===== src/rtl/seg7_scan_driver.sv =====
// rtl/seg7_scan_driver.sv - multiplexed hex seven-segment scan driver
//
// Purpose: samples the divided scan clock in the clk domain and advances one
// digit per scan_clk rising edge. A shadow copy of data/dp/blank/lz_suppress
// is taken at each frame start, so a frame always shows a consistent value.
// Outputs are registered. They are driven unlit until the first scan tick.
//
// Ports:
//   clk          system clock
//   reset        asynchronous, active-high reset
//   scan_clk     divided scan clock, asynchronous to clk
//   data         hex nibbles, digit i = data[4i+3:4i], digit 0 rightmost
//   dp           decimal point request per digit
//   blank        1 = digit fully dark
//   lz_suppress  1 = suppress leading zeros (digit 0 is never suppressed)
//   an           digit select, polarity per AN_ACTIVE_LOW
//   seg          segments a..g in seg[0]..seg[6], polarity per SEG_ACTIVE_LOW
//   seg_dp       decimal point segment, polarity per SEG_ACTIVE_LOW
//   frame_start  one-clk pulse when a new frame is latched
module seg7_scan_driver #(
  parameter int DIGITS         = 4,
  parameter int SEG_ACTIVE_LOW = 1,
  parameter int AN_ACTIVE_LOW  = 1
) (
  input  logic                  clk,
  input  logic                  reset,
  input  logic                  scan_clk,
  input  logic [4*DIGITS-1:0]   data,
  input  logic [DIGITS-1:0]     dp,
  input  logic [DIGITS-1:0]     blank,
  input  logic                  lz_suppress,
  output logic [DIGITS-1:0]     an,
  output logic [6:0]            seg,
  output logic                  seg_dp,
  output logic                  frame_start
);

  localparam int IW = (DIGITS > 1) ? $clog2(DIGITS) : 1;
  localparam logic [IW-1:0]     LAST    = IW'(DIGITS - 1);
  // "Off" levels in pin polarity; XOR with these converts active-high to pin form.
  localparam logic [DIGITS-1:0] AN_OFF  = (AN_ACTIVE_LOW != 0) ? {DIGITS{1'b1}} : {DIGITS{1'b0}};
  localparam logic [6:0]        SEG_OFF = (SEG_ACTIVE_LOW != 0) ? 7'h7F : 7'h00;
  localparam logic              DP_OFF  = (SEG_ACTIVE_LOW != 0);

  function automatic logic [6:0] hex7(input logic [3:0] n);
    case (n)
      4'h0: hex7 = 7'h3F;  4'h1: hex7 = 7'h06;  4'h2: hex7 = 7'h5B;  4'h3: hex7 = 7'h4F;
      4'h4: hex7 = 7'h66;  4'h5: hex7 = 7'h6D;  4'h6: hex7 = 7'h7D;  4'h7: hex7 = 7'h07;
      4'h8: hex7 = 7'h7F;  4'h9: hex7 = 7'h6F;  4'hA: hex7 = 7'h77;  4'hB: hex7 = 7'h7C;
      4'hC: hex7 = 7'h39;  4'hD: hex7 = 7'h5E;  4'hE: hex7 = 7'h79;
      default: hex7 = 7'h71;
    endcase
  endfunction

  // Scan clock synchronizer plus history flop for rising-edge detection.
  logic sync1_q, sync2_q, hist_q;
  logic tick;

  always_ff @(posedge clk or posedge reset) begin
    if (reset) begin
      sync1_q <= 1'b0;
      sync2_q <= 1'b0;
      hist_q  <= 1'b0;
    end else begin
      sync1_q <= scan_clk;
      sync2_q <= sync1_q;
      hist_q  <= sync2_q;
    end
  end

  assign tick = sync2_q & ~hist_q;

  // Sequencer state and frame shadow.
  logic                started_q, started_d;
  logic [IW-1:0]       idx_q, idx_d;
  logic                frame_start_q, frame_start_d;
  logic                load;
  logic [4*DIGITS-1:0] data_sh_q;
  logic [DIGITS-1:0]   dp_sh_q, blank_sh_q;
  logic                lz_sh_q;

  always_comb begin
    started_d     = started_q;
    idx_d         = idx_q;
    frame_start_d = 1'b0;
    load          = 1'b0;
    if (tick) begin
      if (!started_q || idx_q == LAST) begin
        started_d     = 1'b1;
        idx_d         = '0;
        frame_start_d = 1'b1;
        load          = 1'b1;
      end else begin
        idx_d = idx_q + IW'(1);
      end
    end
  end

  always_ff @(posedge clk or posedge reset) begin
    if (reset) begin
      started_q     <= 1'b0;
      idx_q         <= '0;
      frame_start_q <= 1'b0;
      data_sh_q     <= '0;
      dp_sh_q       <= '0;
      blank_sh_q    <= '0;
      lz_sh_q       <= 1'b0;
    end else begin
      started_q     <= started_d;
      idx_q         <= idx_d;
      frame_start_q <= frame_start_d;
      if (load) begin
        data_sh_q  <= data;
        dp_sh_q    <= dp;
        blank_sh_q <= blank;
        lz_sh_q    <= lz_suppress;
      end
    end
  end

  // Output stage: decode the current digit from the shadow and register it.
  logic [DIGITS-1:0] an_d, an_q, hot;
  logic [6:0]        seg_d, seg_q;
  logic              seg_dp_d, seg_dp_q;
  logic [3:0]        nib;
  logic              blank_cur, dp_cur, upper_nz, lz_dark, lit;

  always_comb begin
    nib       = 4'h0;
    blank_cur = 1'b0;
    dp_cur    = 1'b0;
    hot       = '0;
    upper_nz  = 1'b0;
    for (int j = 0; j < DIGITS; j++) begin
      if (IW'(j) == idx_q) begin
        nib       = data_sh_q[4*j +: 4];
        blank_cur = blank_sh_q[j];
        dp_cur    = dp_sh_q[j];
        hot[j]    = 1'b1;
      end
      // Any nonzero nibble at or above the current digit keeps it lit.
      if (IW'(j) >= idx_q && data_sh_q[4*j +: 4] != 4'h0) begin
        upper_nz = 1'b1;
      end
    end
    lz_dark  = lz_sh_q && (idx_q != '0) && !upper_nz;
    lit      = started_q && !blank_cur && !lz_dark;
    an_d     = lit ? (hot ^ AN_OFF) : AN_OFF;
    seg_d    = lit ? (hex7(nib) ^ SEG_OFF) : SEG_OFF;
    seg_dp_d = lit ? (dp_cur ^ DP_OFF) : DP_OFF;
  end

  always_ff @(posedge clk or posedge reset) begin
    if (reset) begin
      an_q     <= AN_OFF;
      seg_q    <= SEG_OFF;
      seg_dp_q <= DP_OFF;
    end else begin
      an_q     <= an_d;
      seg_q    <= seg_d;
      seg_dp_q <= seg_dp_d;
    end
  end

  assign an          = an_q;
  assign seg         = seg_q;
  assign seg_dp      = seg_dp_q;
  assign frame_start = frame_start_q;

endmodule


===== config.mk =====
export PLATFORM = sky130hd
export DESIGN_NAME = seg7_scan_driver
export DESIGN_NICKNAME = d
export VERILOG_FILES = /design/src/rtl/seg7_scan_driver.sv
export SDC_FILE = /design/constraint.sdc
export NUM_CORES = 1
export LEC_CHECK = 0
export ABC_AREA = 1
export CAP_MARGIN = 20
export CORE_MARGIN = 3
export CORE_UTILIZATION = 40
export CTS_CLUSTER_SIZE = 25
export DETAILED_ROUTE_END_ITERATION = 12
export GPL_TIMING_DRIVEN = 0
export MAX_ROUTING_LAYER = met4
export PLACE_DENSITY_LB_ADDON = 0.05
export SKIP_CTS_REPAIR_TIMING = 1
export SYNTH_ARGS = -nofsm -noshare
export SYNTH_HDL_FRONTEND = slang
export SYNTH_SLANG_ARGS = --single-unit

===== constraint.sdc =====
create_clock -name clk -period 2 [get_ports clk]
set_input_delay 0.5 -clock clk [delete_from_list [all_inputs] [get_ports clk]]
set_output_delay 0.5 -clock clk [all_outputs]
set_load 0.02 [all_outputs]

==> implementation parameters <==
Parameter                              Value

Outcome
  Outcome    completed

STA
  Final Max Tran Viols    0
  Clk_skew    8.178 ps
  Final setup violation count    0
  Period utilization    0.9541
  Slew of the pin with the lowest slew margin    222.3 ps
  Worst hold-check slack    361.8 ps
  Count of endpoints failing hold in the final timing report    0
  F_max    524.1 MHz
  Final critical-path required period    around 1900 ps
  Sum of negative setup slack    0 ps
  Slew HR    0.8512

GRT
  Maximum number of pins on one net before global-route repair    42
  Aggregate global routing overflow    0
  Global-route wire length before repair    7783 um
  Antenna violations before repair    0
  Vias in the first global route    1,685
  Total track usage    0.1577

Die
  Number of placed I/O pins    41
  Width of the die    81.70 um
  Initial core utilization    0.4296
  Die area    6675 um^2
  Std-Cell Rows    26
  Core area    approximately 5300 um^2
  Overall die height    81.70 um

CTS
  Clock transition at the register clock pins on the worst setup and hold paths after CTS    80 ps
  Worst-Skew Late Latency    300 ps
  Total clock buffers created by CTS    5
  CTS Sinks    44
  TritonCTS clock tree    built
  Root cell of the clock tree    sky130_fd_sc_hd__clkbuf_8
  Depth of the CTS H-tree    2
  Worst-case clock buffer depth    2

Drt
  Final Routed Wirelength    4778 um
  Via density per instance    between 4 and 5
  Total via count after detailed routing    1,810
  Post-route DRC violation count    0
  Count of nets left with antenna violations after detail routing    0
  DRC violation total after the first TritonRoute iteration    74
  Average routed wire per standard cell    ~12 um
  Total iterations of the first detailed-routing run    4

Yosys
  Sequential element share of the synthesized area    0.4869
  Share of the synthesized area in the top cell type    0.3493
  Post-synth design cell area    2292 um^2
  Cell variety after synth    23
  Cell count after synthesis    around 270
  Number of warnings issued by yosys    0
  Synthesized netlist net count    311
  Synthesized area per cell    8.427 um^2
  Flops & latches, synth    44
  Leading post-synthesis cells by cell area    sky130_fd_sc_hd__dfrtp_1 35%, sky130_fd_sc_hd__nand2_1 17%, sky130_fd_sc_hd__dfstp_2 14%
  Library cell with the largest summed area after synthesis    sky130_fd_sc_hd__dfrtp_1

Placed design
  Instance area after placement    2800 um^2
  HPWL Detailed    roughly 3500 um
  Number of buffer cells added on primary ports    40
  Final RePlAce weighted congestion    0.8414

Setup path
  Buf+Inv Stages, Crit Path    1
  Worst Path Max Fanout    1
  Kind of cell adding the most delay to the critical path    buffers and inverters
  Worst reg2reg startpoint    idx_q[0]
  Path type of the worst setup path    reg -> out
  Max stage delay cell, worst path    sky130_fd_sc_hd__clkdlybuf4s50_1
  Worst setup startpoint    seg_dp
  Register-to-Register Path Depth    14
  CP Cell Sequence    clkdlybuf4s50_1
  Worst Path Required    1500 ps
  Critical Path Source Type    flop
  Crit path depth    1
  Nature of the critical path endpoint    output port
  Data arrival, critical path    1410 ps
  Max incr delay on CP    between 500 and 600 ps

Pwr
  Overall power of the completed layout    5.274 mW
  Power density relative to cell area    1720 nW/um^2
  Standby leakage power    1.466 nW
  Worst vdd ir    0.0007445 V

Min path
  Launch instance of the worst min-delay path    sync1_q
  Class of the tightest hold or removal check    reg -> reg
  Cell count of the worst hold path    0

Layout
  Final design area excluding fillers    3067 um^2
  Ant. Diodes    0
  Share of final-layout standard cells stronger than drive strength 1    0.2831
  Commonest non-fill, non-tap cells in the layout    98 x sky130_fd_sc_hd__nand2_1, 40 x sky130_fd_sc_hd__clkdlybuf4s50_1, 30 x sky130_fd_sc_hd__dfrtp_1, 22 x sky130_fd_sc_hd__nand3_1, 16 x sky130_fd_sc_hd__inv_1
  # nets final    370
  Growth of design area from synthesis to finish    33.79%
  Most common cell after layout, fill and taps aside    sky130_fd_sc_hd__nand2_1

Job
  Max Cap Viol    0
-- final timing paths --
path,end,slack [ps]
worst max-delay path,seg_dp,90
worst min-delay path,sync2_q,360
worst max register to register,seg[0],110
worst min register to register,sync2_q,360
max in group asynchronous,seg[5],1140
min in group asynchronous,sync1_q,380
-- cell type report --
class | instances | area, um^2
well taps | 70 | 87.58
plain buffers | 9 | 78.83
inverters | 27 | 108.9
fillers | 497 | 2268
multi-input cells | 192 | 1080
repair buffers | 52 | 500.5
flip-flops and latches | 44 | 1119
clock buffers | 6 | 82.58
clock inverters | 2 | 10.01
-- synth_stat cells, drive strengths merged --
| library cell | instances |
|---|---|
| nand2 | 113 |
| nand3b | 1 |
| nor2 | 20 |
| o21ai | 9 |
| dfstp | 12 |
| ha | 11 |
| o211ai | 1 |
| nand3 | 28 |
| inv | 27 |
| buf | 9 |
| a21oi | 9 |
| dfrtp | 32 |
-- power breakdown --
| part | switching (mW) | internal (mW) | total (mW) | leakage, nW |
|---|---|---|---|---|
| sequential | 0.235 | 1.38 | 1.62 | 0.508 |
| combinational | 1.74 | 1.34 | 3.08 | 0.908 |
| clock | 0.303 | 0.276 | 0.579 | 0.0510 |
| total | 2.28 | 3.00 | 5.27 | 1.47 |
-- logic make-up (layout without fill, tap and decap cells) --
family / Yosys count / in the layout / share of synthesized area
fa+ha+maj: 11 / 11 / 0.06004
simple gates: 162 / 162 / 0.3237
buf+inv: 36 / 96 / 0.07970
compound gates: 19 / 19 / 0.04967
flops: 44 / 44 / 0.4869
-- layer usage --
layer  global-route usage  wire length, um
met5                    -                0
met2               0.2516             2209
met3              0.03947              244
met1               0.2018             2278
met4              0.03987               46
-- metrics by stage --
stage / worst slack, ps / instances / util
detailed placement: -152.4 / 383 / 0.5249
CTS: -167.0 / 391 / 0.5422
global route: -12.29 / 402 / 0.5748
finish: 91.89 / 402 / 0.5748
floorplan: 183.9 / 272 / -
global placement: -420.7 / 382 / 0.5211
-- sequential cells by signal, indices dropped and copies added, names as in the netlist --
| register | cells |
|---|---|
| sync1_q | 1 |
| data_sh_q | 16 |
| started_q | 1 |
| seg | 7 |
| sync2_q | 1 |
| seg_dp | 1 |
| blank_sh_q | 4 |
| frame_start | 1 |
| hist_q | 1 |
| an | 4 |
| dp_sh_q | 4 |
| lz_sh_q | 1 |
| idx_q | 2 |
No activity file was read; power rests on OpenSTA's default activity.
